--- config.mk ---
export PLATFORM = sky130hd
export DESIGN_NAME = ring_step_arbiter
export DESIGN_NICKNAME = d
export VERILOG_FILES = /design/src/rtl/my_package_pkg.sv /design/src/rtl/ring_state_step.sv /design/src/rtl/ring_step_arbiter.sv
export SDC_FILE = /design/constraint.sdc
export NUM_CORES = 1
export LEC_CHECK = 0
export ABC_AREA = 0
export ABC_CLOCK_PERIOD_IN_PS = 3500
export CAP_MARGIN = 20
export CORE_ASPECT_RATIO = 1.25
export CORE_UTILIZATION = 56
export CTS_BUF_LIST = sky130_fd_sc_hd__clkbuf_8
export CTS_CLUSTER_DIAMETER = 120
export DETAILED_ROUTE_END_ITERATION = 16
export GPL_TIMING_DRIVEN = 0
export PLACE_DENSITY = 0.82
export SYNTH_ARGS = -nofsm -noshare
export SYNTH_HDL_FRONTEND = slang
export SYNTH_SLANG_ARGS = --single-unit
--- constraint.sdc ---
create_clock -name c -period 3.5 [get_ports c]
set_input_delay 0.35 -clock c [delete_from_list [all_inputs] [get_ports c]]
set_output_delay 0.35 -clock c [all_outputs]
set_load 0.1 [all_outputs]
--- src/rtl/my_package_pkg.sv ---
// my_package_pkg: shared ring/arbiter state types and the output decode table
package my_package_pkg;
  typedef enum logic [2:0] {
    FSM_ST0 = 3'd0,
    FSM_ST1 = 3'd1,
    FSM_ST2 = 3'd2,
    FSM_ST3 = 3'd3,
    FSM_ST4 = 3'd4,
    FSM_ST5 = 3'd5,
    FSM_ST6 = 3'd6,
    FSM_ST7 = 3'd7
  } FSM_States_t;
  typedef enum logic [1:0] {
    ARB_IDLE = 2'd0,
    ARB_STEP = 2'd1,
    ARB_HOLD = 2'd2
  } Arb_States_t;
  localparam logic [7:0] OUT_PAT = 8'b0101_1001;
  function automatic logic out_of(FSM_States_t s);
    return OUT_PAT[s];
  endfunction
endpackage

--- src/rtl/ring_state_step.sv ---
// ring_state_step: ring position register with +/-1 mod-8 stepping, wrap pulse and out decode
module ring_state_step
  import my_package_pkg::FSM_States_t;
  import my_package_pkg::FSM_ST0;
  import my_package_pkg::FSM_ST7;
  import my_package_pkg::out_of;
(
  input  logic        c,
  input  logic        rst,
  input  logic        en,
  input  logic        dir,
  output FSM_States_t state,
  output logic        wrap,
  output logic        out
);
  FSM_States_t state_q, state_d;
  logic wrap_q, wrap_d, out_q, out_d;
  // a 3-bit ring has no illegal encodings, so modulo-8 arithmetic covers every step
  always_comb begin
    state_d = en ? FSM_States_t'(dir ? state_q + 3'd1 : state_q - 3'd1) : state_q;
    wrap_d = en & (dir ? state_q == FSM_ST7 : state_q == FSM_ST0);
    out_d = out_of(state_d);
  end
  // ring position register
  always_ff @(posedge c or posedge rst)
    if (rst) state_q <= FSM_ST0;
    else state_q <= state_d;
  // wrap pulse lines up with the first cycle of the wrapped state
  always_ff @(posedge c or posedge rst)
    if (rst) wrap_q <= 1'b0;
    else wrap_q <= wrap_d;
  // decoded pattern registered alongside the state
  always_ff @(posedge c or posedge rst)
    if (rst) out_q <= 1'b1;
    else out_q <= out_d;
  assign state = state_q;
  assign wrap = wrap_q;
  assign out = out_q;
endmodule

--- src/rtl/ring_step_arbiter.sv ---
// ring_step_arbiter: round-robin arbiter granting single ring steps with a hold window
module ring_step_arbiter
  import my_package_pkg::FSM_States_t;
  import my_package_pkg::Arb_States_t;
  import my_package_pkg::ARB_IDLE;
  import my_package_pkg::ARB_STEP;
  import my_package_pkg::ARB_HOLD;
#(
  parameter int N_REQ = 3,
  parameter int HOLD_CYCLES = 2
) (
  input  logic             c,
  input  logic             rst,
  input  logic [N_REQ-1:0] req,
  input  logic [N_REQ-1:0] dir,
  output logic [N_REQ-1:0] gnt,
  output logic             busy,
  output FSM_States_t      state,
  output logic             wrap,
  output logic             out
);
  localparam int PW = $clog2(N_REQ);
  localparam logic [3:0] HOLD_INIT = 4'(HOLD_CYCLES > 0 ? HOLD_CYCLES - 1 : 0);
  Arb_States_t arb_q, arb_d;
  logic [3:0] cnt_q, cnt_d;
  logic [PW-1:0] ptr_q, ptr_d, win_q, win_d, sel, idx;
  logic [N_REQ-1:0] gnt_q, gnt_d;
  logic dirc_q, dirc_d, busy_q, busy_d, found, start;
  // round-robin search starting just after the last winner
  always_comb begin
    sel = ptr_q;
    found = 1'b0;
    idx = '0;
    for (int i = 1; i <= N_REQ; i++) begin
      idx = PW'((int'(ptr_q) + i) % N_REQ);
      if (!found && req[idx]) begin
        found = 1'b1;
        sel = idx;
      end
    end
  end
  // arbiter sequencing: requests only count while idle; hold counts down after each step
  always_comb begin
    start = arb_q == ARB_IDLE && |req;
    arb_d = start ? ARB_STEP :
            arb_q == ARB_STEP && HOLD_CYCLES != 0 ? ARB_HOLD :
            arb_q == ARB_HOLD && cnt_q != 4'd0 ? ARB_HOLD : ARB_IDLE;
    cnt_d = arb_q == ARB_STEP ? HOLD_INIT :
            arb_q == ARB_HOLD && cnt_q != 4'd0 ? cnt_q - 4'd1 : 4'd0;
    win_d = start ? sel : win_q;
    dirc_d = start ? dir[sel] : dirc_q;
    ptr_d = arb_q == ARB_STEP ? win_q : ptr_q;
    gnt_d = start ? {{(N_REQ-1){1'b0}}, 1'b1} << sel : '0;
    busy_d = arb_d != ARB_IDLE;
  end
  // arbiter state
  always_ff @(posedge c or posedge rst)
    if (rst) arb_q <= ARB_IDLE;
    else arb_q <= arb_d;
  // hold window counter
  always_ff @(posedge c or posedge rst)
    if (rst) cnt_q <= 4'd0;
    else cnt_q <= cnt_d;
  // round-robin pointer, reset so requester 0 wins first
  always_ff @(posedge c or posedge rst)
    if (rst) ptr_q <= PW'(N_REQ - 1);
    else ptr_q <= ptr_d;
  // winner captured at selection
  always_ff @(posedge c or posedge rst)
    if (rst) win_q <= '0;
    else win_q <= win_d;
  // winner's direction frozen at selection
  always_ff @(posedge c or posedge rst)
    if (rst) dirc_q <= 1'b0;
    else dirc_q <= dirc_d;
  // grant, live only during the step cycle
  always_ff @(posedge c or posedge rst)
    if (rst) gnt_q <= '0;
    else gnt_q <= gnt_d;
  // busy across step and hold
  always_ff @(posedge c or posedge rst)
    if (rst) busy_q <= 1'b0;
    else busy_q <= busy_d;
  ring_state_step u_ring (
    .c(c),
    .rst(rst),
    .en(arb_q == ARB_STEP),
    .dir(dirc_q),
    .state(state),
    .wrap(wrap),
    .out(out)
  );
  assign gnt = gnt_q;
  assign busy = busy_q;
endmodule

==> impl_results.md <==
- Placed Instances: 152
- ANT nets after route: 0
- DR WL/cell: 14.2 um
- Tmin final: 2.69 ns
- Layout Cells excl Fill: 156
- Fillers: 152
- IO Count: 17
- Initial Util: 60.3%
- Core Footprint: 2030 sq um
- Post-DR vias/cell: 5.82
- Root buffer cell: clkbuf_8
- Syn Std Cell Area: 1220 sq um
- Final WL: 2210 um
- Largest area contributor in the netlist: dfrtp_1
- Max_cap viols: 0
- Syn Area/Cell: 10.4 sq um
- Worst Tran Pin Value: 0.964 ns
- Area contributors post-synth: dfrtp_1, ha_1, dfstp_2
- RSZ-0062 raised after global routing: false
- Multi-input logic area: 636 sq um
- Cts hold-fix bufs: 0
- Post-synth cell types: 45
- Diode count: 0
- Hpwl dp: 1740 um
- Clk_lat worst skew: 0.25 ns
- Yosys reg bits: 20
- First-pass GRT wire length: 3760 um
- Clock transition at the registers of the reported paths: 0.07 ns
- FFs w/ async S/R, synth: 100%
- Setup TNS Final: 0 ns
- Syn-to-layout area delta: 17.2%
- Gr ovfl total: 0
- Final worst slack: 0.809 ns
- Util after Layout: 70.7%
- Main synth FF type: dfrtp_1
- Syn Nets: 133
- PortBufs: 14
- Clock skew: 0.00887 ns
- Vias in the first global route: 880
- Die Wd: 43.8 um
- Final setup vio count: 0
- Die H: 54.2 um
- Largest net degree at the start of global routing: 21
- Crit path kind: reg2reg
- Site Rows: 18
- Final #Nets: 152
- Hold Path Class: reg2reg
- GPL Wtd Cong: 0.836
- FF/Latch Area: 503 sq um
- Share of the synthesized area in the top cell type: 36.8%
- Cells after synthesis: 118
- Remaining DRCs: 2
- Post-synth EDFFs: 0
- Slew HR: 35.5%
- CP endpoint kind: register
- Bufs on Longest Clock Path: 2
- Failing checks: design-rule violations
- Critical path peak fanout: 6
- Seq/Total Area, Yosys: 41.1%
- Vias post-DR: 908
- Crit path DAT: 2.82 ns
- Worst slack, placed: 0.835 ns
- Period utilization: 76.9%
- TritonCTS clock tree: yes
- Yosys warns: 0
- Fin. Hold Viols: 0
- Initial antenna violation count: 0
- Status: finished with violations
- GRT Total Usage: 21.9%
- Clock Sinks: 20
- H-tree levels: 1
- Layout cells sized above 1: 14.7%
- CP required: 3.63 ns
- Setup Buffers After CTS: 0
- Cts bufs inserted: 3
- Initial DRC Count: 14
- Setup crit start kind: register
- Full die area: 2370 sq um
- Max Fclk: 372 MHz
- Post_cts resized: 0
- Max-slew violation count: 0
- DRT Pass-1 Iters: 10
-- final cells by class --
type,instances,area share [%]
Clock inverter,1,0.262
Clock buffer,3,2.88
Timing Repair Buffer,14,9.78
Buffer,6,3.49
Tap cell,20,1.75
Multi-Input combinational cell,83,44.4
Inverter,9,2.36
Sequential cell,20,35.1
-- cell usage after synthesis (3+ instances only) --
cell and number:
ha_1 6, nor2_1 10, nand3b_1 4, xnor2_1 4, buf_6 3, mux2_2 4
nand2_1 6, nor2b_1 5, nor3_1 4, o21ai_1 3, inv_1 8, o21ai_0 3
dfrtp_1 18
-- path summary, 6_finish.rpt --
check / start / endpoint / slack, ns / cells past startpoint
setup / recovery: ptr_q[0]$_DFFE_PP0P_ / dirc_q$_DFFE_PP0P_ / 0.81 / 8
hold / removal: cnt_q[0]$_DFF_PP0_ / cnt_q[0]$_DFF_PP0_ / 0.49 / 1
setup reg to reg: ptr_q[0]$_DFFE_PP0P_ / dirc_q$_DFFE_PP0P_ / 0.81 / 8
hold reg to reg: cnt_q[0]$_DFF_PP0_ / cnt_q[0]$_DFF_PP0_ / 0.49 / 1
max in group asynchronous: rst / u_ring.state[1]$_DFF_PP0_ / 2.55 / 2
min in group asynchronous: rst / cnt_q[0]$_DFF_PP0_ / 0.50 / 2
-- layer usage --
metal | track usage, % | wire length [um] | share of wire (%) | vias to the layer above
met5 | 0 | 0 | 0 | -
met4 | 9.90 | 27 | 1.2 | 0
met3 | 3.30 | 63 | 2.9 | 2
met2 | 43.0 | 1260 | 57 | 15
met1 | 22.6 | 856 | 39 | 440
li1 | - | - | - | 451
-- cells by family (layout without fill, tap and decap cells) --
group | after synthesis | after routing | share of synthesized area (%)
xor+xnor | 6 | 6 | 4.30
buf+inv | 15 | 33 | 6.86
flops | 20 | 20 | 41.1
compound gates | 22 | 22 | 14.0
fa+ha+maj | 7 | 7 | 7.78
simple gates | 41 | 41 | 19.7
mux | 7 | 7 | 6.24
-- sequential cells by signal, indices dropped and copies added, names as in the netlist --
name,flops
u_ring.state,3
u_ring.out,1
dirc_q,1
u_ring.wrap,1
win_q,2
arb_q,2
busy,1
gnt,3
ptr_q,2
cnt_q,4
-- placed cells by master (no fill, tap or decap), types with 2 or more instances in the layout --
| cell type | instances |
|---|---|
| inv_1 | 9 |
| a21oi_1 | 2 |
| mux2i_1 | 2 |
| xnor2_1 | 4 |
| xor2_1 | 2 |
| o2111ai_1 | 2 |
| dfstp_2 | 2 |
| ha_1 | 6 |
| clkdlybuf4s50_1 | 14 |
| dfrtp_1 | 18 |
| nor3_1 | 4 |
| mux2_2 | 4 |
| o21ai_1 | 3 |
| nor2b_1 | 5 |
| nor3b_1 | 2 |
| o21ai_0 | 3 |
| o211ai_1 | 2 |
| nand3b_1 | 4 |
| nor2_1 | 10 |
| clkbuf_8 | 3 |
| nand2_1 | 6 |
| o21a_1 | 2 |
| buf_6 | 3 |
-- worst max-delay path, cell delays in order (launching register included) --
cell,delay [ns]
dfrtp_1,0.46
inv_1,0.13
ha_1,0.27
mux2i_1,0.27
o21ai_1,0.12
or4_4,0.50
a41oi_2,0.20
mux2_2,0.36
a221o_1,0.26
-- per-stage QoR --
step                hold slack, ns  cell area (sq um)
floorplan                    0.312               1220
global placement             0.470               1390
detailed placement           0.484               1390
CTS                          0.498               1430
global route                 0.511               1430
finish                       0.492               1430
Power is not shown: default switching activity piles up to over one toggle a cycle in this logic, so the estimate is an artifact.
